## src/rtl/ram_bit_serializer_pkg.sv

```systemverilog
// Shared definitions for the pattern-RAM bit serializer.
// RAM_BIT_SERIALIZER_LAST_EN widens the output buffer so that a last-bit flag
// travels with each data bit.
package ram_bit_serializer_pkg;

  localparam int DEF_ADDR_W = 15;
  localparam int DEF_SIZE_W = 16;
  localparam int DEF_REP_W  = 8;

  // The output buffer is a two-entry skid.
  localparam int BUF_DEPTH = 2;
  localparam int BUF_CNT_W = $clog2(BUF_DEPTH + 1);

`ifdef RAM_BIT_SERIALIZER_LAST_EN
  localparam int BUF_W = 2;
`else
  localparam int BUF_W = 1;
`endif

  typedef enum logic [1:0] {
    ST_IDLE  = 2'd0,
    ST_RUN   = 2'd1,
    ST_DRAIN = 2'd2
  } state_t;

endpackage

```

## src/rtl/ram_bit_serializer_if.sv

```systemverilog
// RAM 1-bit read port and serial output stream of the bit serializer.
// RAM_BIT_SERIALIZER_LAST_EN adds the SER_LAST sideband signal.
interface ram_bit_serializer_if
  import ram_bit_serializer_pkg::*;
#(
  parameter int ADDR_W = DEF_ADDR_W
);

  logic [ADDR_W-1:0] MEM_ADDR;
  logic              MEM_EN;
  logic              MEM_DO;
  logic              SER_DATA;
  logic              SER_VALID;
  logic              SER_READY;
`ifdef RAM_BIT_SERIALIZER_LAST_EN
  logic              SER_LAST;
`endif

  // Serializer side: drives RAM address/enable and the serial stream.
  modport master (
    input  MEM_DO, SER_READY,
`ifdef RAM_BIT_SERIALIZER_LAST_EN
    output SER_LAST,
`endif
    output MEM_ADDR, MEM_EN, SER_DATA, SER_VALID
  );

  // RAM and downstream side.
  modport slave (
    output MEM_DO, SER_READY,
`ifdef RAM_BIT_SERIALIZER_LAST_EN
    input  SER_LAST,
`endif
    input  MEM_ADDR, MEM_EN, SER_DATA, SER_VALID
  );

endinterface

```

## src/rtl/ram_bit_serializer_skid.sv

```systemverilog
// Two-entry valid/ready output buffer. Entry 0 is always the head, so the
// output data is a plain register and stays stable while stalled. The
// producer is credit-controlled and never pushes into a full buffer.
module ram_bit_skid
  import ram_bit_serializer_pkg::*;
#(
  parameter int W = 1
) (
  input  logic                 CLK,
  input  logic                 RST_N,
  input  logic                 flush,
  input  logic                 in_vld,
  input  logic [W-1:0]         in_data,
  output logic                 out_vld,
  output logic [W-1:0]         out_data,
  input  logic                 out_rdy,
  output logic [BUF_CNT_W-1:0] count
);

  logic [W-1:0]         ent0;
  logic [W-1:0]         ent1;
  logic [BUF_CNT_W-1:0] cnt;
  logic                 pop;

  assign pop      = out_vld & out_rdy;
  assign out_vld  = (cnt != '0);
  assign out_data = ent0;
  assign count    = cnt;

  // Push/pop bookkeeping; flush drops everything held in one cycle.
  always_ff @(posedge CLK) begin
    if (!RST_N) begin
      cnt  <= '0;
      ent0 <= '0;
      ent1 <= '0;
    end else if (flush) begin
      cnt <= '0;
    end else begin
      case (cnt)
        BUF_CNT_W'(0): begin
          if (in_vld) begin
            ent0 <= in_data;
            cnt  <= BUF_CNT_W'(1);
          end
        end
        BUF_CNT_W'(1): begin
          case ({in_vld, pop})
            2'b10: begin
              ent1 <= in_data;
              cnt  <= BUF_CNT_W'(2);
            end
            2'b01: cnt <= BUF_CNT_W'(0);
            2'b11: ent0 <= in_data;
            default: ;
          endcase
        end
        BUF_CNT_W'(2): begin
          if (pop) begin
            ent0 <= ent1;
            if (in_vld) ent1 <= in_data;
            else        cnt  <= BUF_CNT_W'(1);
          end
        end
        default: cnt <= '0;
      endcase
    end
  end

endmodule

```

## src/rtl/ram_bit_serializer.sv

```systemverilog
// Read side of the byte-write / bit-read pattern memory: walks bit addresses
// START..START+SIZE-1 for the configured number of repetitions and streams
// one bit per transfer. RAM_BIT_SERIALIZER_LAST_EN adds SER_LAST, marking
// the final bit of each repetition.
module ram_bit_serializer
  import ram_bit_serializer_pkg::*;
#(
  parameter int ADDR_W = DEF_ADDR_W,
  parameter int SIZE_W = DEF_SIZE_W,
  parameter int REP_W  = DEF_REP_W
) (
  input  logic                 CLK,
  input  logic                 RST_N,
  input  logic                 START,
  input  logic                 STOP,
  input  logic [ADDR_W-1:0]    CONF_ADDR,
  input  logic [SIZE_W-1:0]    CONF_SIZE,
  input  logic [REP_W-1:0]     CONF_REPEAT,
  output logic                 BUSY,
  output logic                 DONE,
  output logic [REP_W-1:0]     REP_CNT,
  ram_bit_serializer_if.master bus
);

  state_t               state;
  logic [ADDR_W-1:0]    addr_p0;
  logic [ADDR_W-1:0]    cfg_addr;
  logic [SIZE_W-1:0]    cfg_size;
  logic [SIZE_W-1:0]    rem;
  logic [REP_W-1:0]     cfg_rep;
  logic [REP_W-1:0]     rep_cnt;
  logic [REP_W-1:0]     rep_sat;
  logic [REP_W:0]       rep_next_w;
  logic                 busy;
  logic                 done;
  logic                 vld_p1;
  logic                 accept;
  logic                 rd_en;
  logic                 rd_last;
  logic                 rep_final;
  logic                 pop;
  logic                 buf_room;
  logic                 buf_vld;
  logic [BUF_CNT_W-1:0] buf_cnt;
  logic [BUF_W-1:0]     buf_in;
  logic [BUF_W-1:0]     buf_out;

  assign accept = START & ~STOP & ~busy & (state == ST_IDLE) & (CONF_SIZE != '0);

  // A read may issue only if the buffer will still have a slot when its data
  // lands, counting the read already in flight and this cycle's pop.
  assign pop      = buf_vld & bus.SER_READY;
  assign buf_room = (int'(buf_cnt) + int'(vld_p1)) <= (1 + int'(pop));
  assign rd_en    = (state == ST_RUN) & ~STOP & buf_room;
  assign rd_last  = (rem == SIZE_W'(1));

  assign rep_next_w = {1'b0, rep_cnt} + (REP_W+1)'(1);
  assign rep_sat    = (&rep_cnt) ? rep_cnt : rep_next_w[REP_W-1:0];
  assign rep_final  = (cfg_rep != '0) && (rep_next_w == {1'b0, cfg_rep});

  // Job configuration is captured once at START; later changes are ignored.
  always_ff @(posedge CLK) begin
    if (accept) begin
      cfg_addr <= CONF_ADDR;
      cfg_size <= CONF_SIZE;
      cfg_rep  <= CONF_REPEAT;
    end
  end

  // Control FSM and read sequencer (stage p0: address issue, p1: data back).
  always_ff @(posedge CLK) begin
    if (!RST_N) begin
      state   <= ST_IDLE;
      addr_p0 <= '0;
      rem     <= '0;
      rep_cnt <= '0;
      busy    <= 1'b0;
      done    <= 1'b0;
      vld_p1  <= 1'b0;
    end else begin
      done   <= 1'b0;
      vld_p1 <= rd_en;
      if (STOP) begin
        state  <= ST_IDLE;
        busy   <= 1'b0;
        vld_p1 <= 1'b0;
      end else begin
        case (state)
          ST_IDLE: begin
            // BUSY falls the cycle after the DONE pulse.
            if (done) busy <= 1'b0;
            if (accept) begin
              state   <= ST_RUN;
              busy    <= 1'b1;
              addr_p0 <= CONF_ADDR;
              rem     <= CONF_SIZE;
              rep_cnt <= '0;
            end
          end
          ST_RUN: begin
            if (rd_en) begin
              if (rd_last) begin
                // Repetition complete: reload without a gap cycle.
                rep_cnt <= rep_sat;
                rem     <= cfg_size;
                addr_p0 <= cfg_addr;
                if (rep_final) state <= ST_DRAIN;
              end else begin
                rem     <= rem - SIZE_W'(1);
                addr_p0 <= addr_p0 + ADDR_W'(1);
              end
            end
          end
          ST_DRAIN: begin
            if ((buf_cnt == '0) && !vld_p1) begin
              state <= ST_IDLE;
              done  <= 1'b1;
            end
          end
          default: state <= ST_IDLE;
        endcase
      end
    end
  end

`ifdef RAM_BIT_SERIALIZER_LAST_EN
  logic last_p1;

  // Last-bit flag follows its read into the data stage.
  always_ff @(posedge CLK) begin
    if (!RST_N) last_p1 <= 1'b0;
    else        last_p1 <= rd_en & rd_last;
  end

  assign buf_in       = {last_p1, bus.MEM_DO};
  assign bus.SER_LAST = buf_out[1];
`else
  assign buf_in = bus.MEM_DO;
`endif

  ram_bit_skid #(
    .W (BUF_W)
  ) u_skid (
    .CLK      (CLK),
    .RST_N    (RST_N),
    .flush    (STOP),
    .in_vld   (vld_p1),
    .in_data  (buf_in),
    .out_vld  (buf_vld),
    .out_data (buf_out),
    .out_rdy  (bus.SER_READY),
    .count    (buf_cnt)
  );

  assign bus.MEM_ADDR  = addr_p0;
  assign bus.MEM_EN    = rd_en;
  assign bus.SER_DATA  = buf_out[0];
  assign bus.SER_VALID = buf_vld;
  assign BUSY          = busy;
  assign DONE          = done;
  assign REP_CNT       = rep_cnt;

endmodule

```

## src/flat_wrapper.sv

```systemverilog
// flat-port wrapper written by rule: the top's interface ports become plain ports
module ram_bit_serializer_flat import ram_bit_serializer_pkg::*;
#(
  parameter int ADDR_W = DEF_ADDR_W,
  parameter int SIZE_W = DEF_SIZE_W,
  parameter int REP_W  = DEF_REP_W
)
  (CLK, RST_N, START, STOP, CONF_ADDR, CONF_SIZE, CONF_REPEAT, BUSY, DONE, REP_CNT, bus_MEM_DO, bus_SER_READY, bus_MEM_ADDR, bus_MEM_EN, bus_SER_DATA, bus_SER_VALID);
  ram_bit_serializer_if #(.ADDR_W(ADDR_W)) bus_i ();
  input  logic CLK;
  input  logic RST_N;
  input  logic START;
  input  logic STOP;
  input  logic [ADDR_W-1:0] CONF_ADDR;
  input  logic [SIZE_W-1:0] CONF_SIZE;
  input  logic [REP_W-1:0] CONF_REPEAT;
  output logic BUSY;
  output logic DONE;
  output logic [REP_W-1:0] REP_CNT;
  input wire logic [$bits(bus_i.MEM_DO)-1:0] bus_MEM_DO;
  input wire logic [$bits(bus_i.SER_READY)-1:0] bus_SER_READY;
  output wire logic [$bits(bus_i.MEM_ADDR)-1:0] bus_MEM_ADDR;
  output wire logic [$bits(bus_i.MEM_EN)-1:0] bus_MEM_EN;
  output wire logic [$bits(bus_i.SER_DATA)-1:0] bus_SER_DATA;
  output wire logic [$bits(bus_i.SER_VALID)-1:0] bus_SER_VALID;
  assign bus_i.MEM_DO = bus_MEM_DO;
  assign bus_i.SER_READY = bus_SER_READY;
  assign bus_MEM_ADDR = bus_i.MEM_ADDR;
  assign bus_MEM_EN = bus_i.MEM_EN;
  assign bus_SER_DATA = bus_i.SER_DATA;
  assign bus_SER_VALID = bus_i.SER_VALID;
  ram_bit_serializer #(.ADDR_W(ADDR_W), .SIZE_W(SIZE_W), .REP_W(REP_W)) u_core (.CLK(CLK), .RST_N(RST_N), .START(START), .STOP(STOP), .CONF_ADDR(CONF_ADDR), .CONF_SIZE(CONF_SIZE), .CONF_REPEAT(CONF_REPEAT), .BUSY(BUSY), .DONE(DONE), .REP_CNT(REP_CNT), .bus(bus_i));
endmodule
```

## config.mk

```make
export PLATFORM = sky130hd
export DESIGN_NAME = ram_bit_serializer_flat
export DESIGN_NICKNAME = d
export VERILOG_FILES = /design/src/rtl/ram_bit_serializer_pkg.sv /design/src/rtl/ram_bit_serializer_if.sv /design/src/rtl/ram_bit_serializer_skid.sv /design/src/rtl/ram_bit_serializer.sv /design/src/flat_wrapper.sv
export SDC_FILE = /design/constraint.sdc
export NUM_CORES = 1
export LEC_CHECK = 0
export CORE_MARGIN = 5
export CORE_UTILIZATION = 45
export DETAILED_ROUTE_END_ITERATION = 6
export PLACE_DENSITY = 0.69
export SETUP_SLACK_MARGIN = 0.02
export SLEW_MARGIN = 25
export SYNTH_ARGS = -nofsm -noshare
export SYNTH_HDL_FRONTEND = slang
export SYNTH_SLANG_ARGS = --single-unit
```

## constraint.sdc

```tcl
create_clock -name CLK -period 5.9 [get_ports CLK]
set_input_delay 1.18 -clock CLK [delete_from_list [all_inputs] [get_ports CLK]]
set_output_delay 1.18 -clock CLK [all_outputs]
set_load 0.005 [all_outputs]
```

==> flow_summary_export.csv <==
group,metric,value,unit
run_status,outcome,"complete, no violations",
finish,finalNonFillerCells,687,
route,dr_wl_met2,5570,um
timing,final.setup.tns,0,ns
route,via_count,4071,
floorplan,die-area,0.0123,sq mm
setup_path,r2r-start,"u_core.rem[0]",
cts,clk_root_buffer_cell,"clkbuf_8",
synth,synth_top_family_by_area,"compound AO/OA/AOI/OAI gates",
timing,rsz0062_at_grt,"no",
cts,cts_made_buffers,9,
place,dp.cells,671,
timing,drv_slew,0,
synth,synth_nets,545,
synth,synth-compound-area-share,0.226,
cts,clk_latency,0.35,ns
floorplan,die_height,111,um
global_route,grt_first_pass_wirelength,19700,um
synth,yosys.area_share.simple,0.178,
place,io_buffers,72,
flow_run,max-cap-violations,0,
synth,synth.area.top_cells,"edfxtp_1, dfxtp_1, a21oi_1",
route,highest_layer,"met4",
synth,synth_top_area_share,0.257,
timing,max_freq,0.248,GHz
synth,synth_top_area_cell,"edfxtp_1",
cts,cts.clk_slew.worst_paths,0.08,ns
timing,worst_pin_slew,0.987,ns
hold_path,hold_path.class,"reg -> reg",
setup_path,crit_fanout,5,
route,postRouteAntennaNets,0,
power,p_leak,1.88,nW
timing,relSlewSlack,0.340,
place,dpl_worst_slack,1.85,ns
floorplan,num_rows,36,
setup_path,critPathArrivalTime,2.86,ns
timing,finalHoldViolCount,0,
global_route,gr-total-overflow,0,
timing,fin_worst_skew,0.0104,ns
synth,netlist_instances,489,
timing,post-route-min-period,4.04,ns
place,postPlaceCellArea,0.00539,sq mm
route,met1Wirelength,5380,um
route,vias_per_cell,5.93,
cts,clock_path_buffers,2,
timing,finalSetupViolCount,0,
finish,design_area,0.00558,sq mm
synth,synth_edf_count,39,
setup_path,cp-end-kind,"output port",
timing,finalCritPeriodShare,0.684,
global_route,grt_pass1_vias,4063,
setup_path,setup.worst_path.class,"in -> out",
synth,yosysWarningCount,0,
route,wl_per_cell,17.4,um
setup_path,startpoint_type,"input pin",
synth,synthFlopType,"dfxtp_1",
finish,layout.nets,605,
synth,ys_async_sr_fraction,0,
synth,synth_xor_area_frac,0.0499,
floorplan,die_w,111,um
floorplan,core_area,0.00982,sq mm
global_route,grt_antenna_before_repair,0,
floorplan,start_util,0.465,
cts,ctsHtreeMaxLevel,3,
cts,cts-resized-gates,0,
cts,cts_tree,"yes",
setup_path,r2r_setup_slack,2.73,ns
global_route,grt_usage,0.193,
finish,area_growth,22.3,%
route,wl,12000,um
cts,cts_hold_buf,0,
timing,worst_slack,1.86,ns
synth,syn_area_per_cell,9.34,sq um
route,drt_iter0_markers,260,
setup_path,startpoint,"bus_SER_READY",
cts,postCtsSetupBuffers,0,
synth,syn_area,0.00457,sq mm
place,routabilityCongestion,0.857,
power,p_per_area,233,mW/mm^2
synth,ys_ff_latch,87,
setup_path,required,4.72,ns
floorplan,io_pins,73,
finish,diodes,0,
finish,utilization,0.569,
place,hpwl,8160,um
route,drc,0,
synth,synth-seq-area-share,0.467,
synth,synth_fa_ha_area_frac,0.0301,
hold_path,worstHoldStart,"u_core.BUSY",
synth,post_synth_mux_area_share,0.0132,
power,ir_drop,123,uV
cts,clkSinkCount,87,
global_route,grt_max_degree,44,
synth,yosys.cell_types.count,61,
route,firstDrtPassIters,5,
finish,drive_above_1_share,0.0542,
route,wl_met3,809,um
==> power by group <==
part           switching [mW]  leakage, nW  internal, mW
sequential             0.0284        0.756         0.660
clock                   0.209       0.0997         0.205
combinational           0.105         1.02        0.0907
==> synth_stat cells, drive strengths merged (8+ instances only) <==
| master | n |
|---|---|
| a21oi | 52 |
| nor4 | 13 |
| a211oi | 14 |
| edfxtp | 39 |
| xor2 | 12 |
| dfxtp | 48 |
| a31oi | 8 |
| ha | 11 |
| xnor2 | 14 |
| clkbuf | 23 |
| nand3 | 21 |
| nand2 | 35 |
| nor2 | 41 |
| o21ai | 46 |
| o31ai | 8 |
| inv | 13 |
| nor3 | 12 |
==> logic make-up (layout without fill, tap and decap cells) <==
| group | count (synthesis) | count (layout) |
|---|---|---|
| XOR/XNOR | 26 | 26 |
| buffers and inverters | 41 | 106 |
| AND/OR/NAND/NOR | 154 | 154 |
| flip-flops | 87 | 87 |
| multiplexers | 6 | 6 |
| AO/OA/AOI/OAI | 164 | 164 |
| adder cells (fa/ha/maj) | 11 | 11 |
==> placed cells by master, fill, tap and decap left out, types with 3 or more instances in the layout <==
master,netlist,layout
dfxtp_1,48,48
inv_1,13,13
and3_1,3,3
o211ai_1,3,3
nand2b_1,4,4
o31ai_1,8,8
xor2_1,12,12
nand4_1,4,4
nor2b_1,4,4
nor3_1,11,11
a211oi_1,14,14
ha_1,11,11
o311ai_0,6,6
nor4_1,11,11
a31oi_1,8,8
nand2_1,35,35
o21ai_0,46,46
nor2_1,40,40
xnor2_1,14,14
a32o_1,4,4
nand3_1,21,21
mux2i_1,6,6
nand4b_1,3,3
edfxtp_1,39,39
clkbuf_8,0,10
clkdlybuf4s50_1,0,72
a21oi_1,52,52
buf_4,1,4
==> worst max-delay path, cell delays in order <==
cell and delay [ns]:
clkdlybuf4s50_1 0.55, nand2b_1 0.11, o21ai_0 0.17, nand2_1 0.18, nor2_1 0.15, clkdlybuf4s50_1 0.52
==> final cells by class <==
| cell class | instances | area (sq um) |
|---|---|---|
| clock inverters | 6 | 60.1 |
| well taps | 133 | 166 |
| inverters | 14 | 52.6 |
| multi-input cells | 361 | 2280 |
| fillers | 910 | 4240 |
| flip-flops and latches | 87 | 2130 |
| clock buffers | 10 | 138 |
| repair buffers | 76 | 751 |
==> path summary, 6_finish.rpt <==
check	depth (start not counted)	endpoint
setup / recovery	6	bus_MEM_EN
hold / removal	2	u_core.BUSY
setup reg to reg	6	u_core.rem[7]
hold reg to reg	2	u_core.BUSY
==> per-stage QoR <==
step           hold slack [ns]  total power [mW]
6_report                 0.499              1.30
4_1_cts                  0.504              1.31
2_1_floorplan            0.461             0.808
3_5_place_dp             0.493             0.896
5_1_grt                  0.522              1.36
3_3_place_gp             0.486             0.891
==> state kept, by name (all words and copies together), names as in the netlist <==
name,flops
u_core.DONE,1
u_core.BUSY,1
u_core.REP_CNT,8
u_core.state,2
u_core.cfg_addr,15
u_core.rem,16
u_core.vld_p1,1
u_core.u_skid.count,2
u_core.u_skid.ent1,1
u_core.bus.MEM_ADDR,15
u_core.u_skid.out_data,1
u_core.cfg_size,16
u_core.cfg_rep,8
==> per-layer routing <==
metal  vias up  track usage
li1       1966            -
met3        25       0.0333
met1      1921        0.262
met2       159        0.307
met5         -            0
met4         0       0.0722
(Power assumes the default switching activity.)
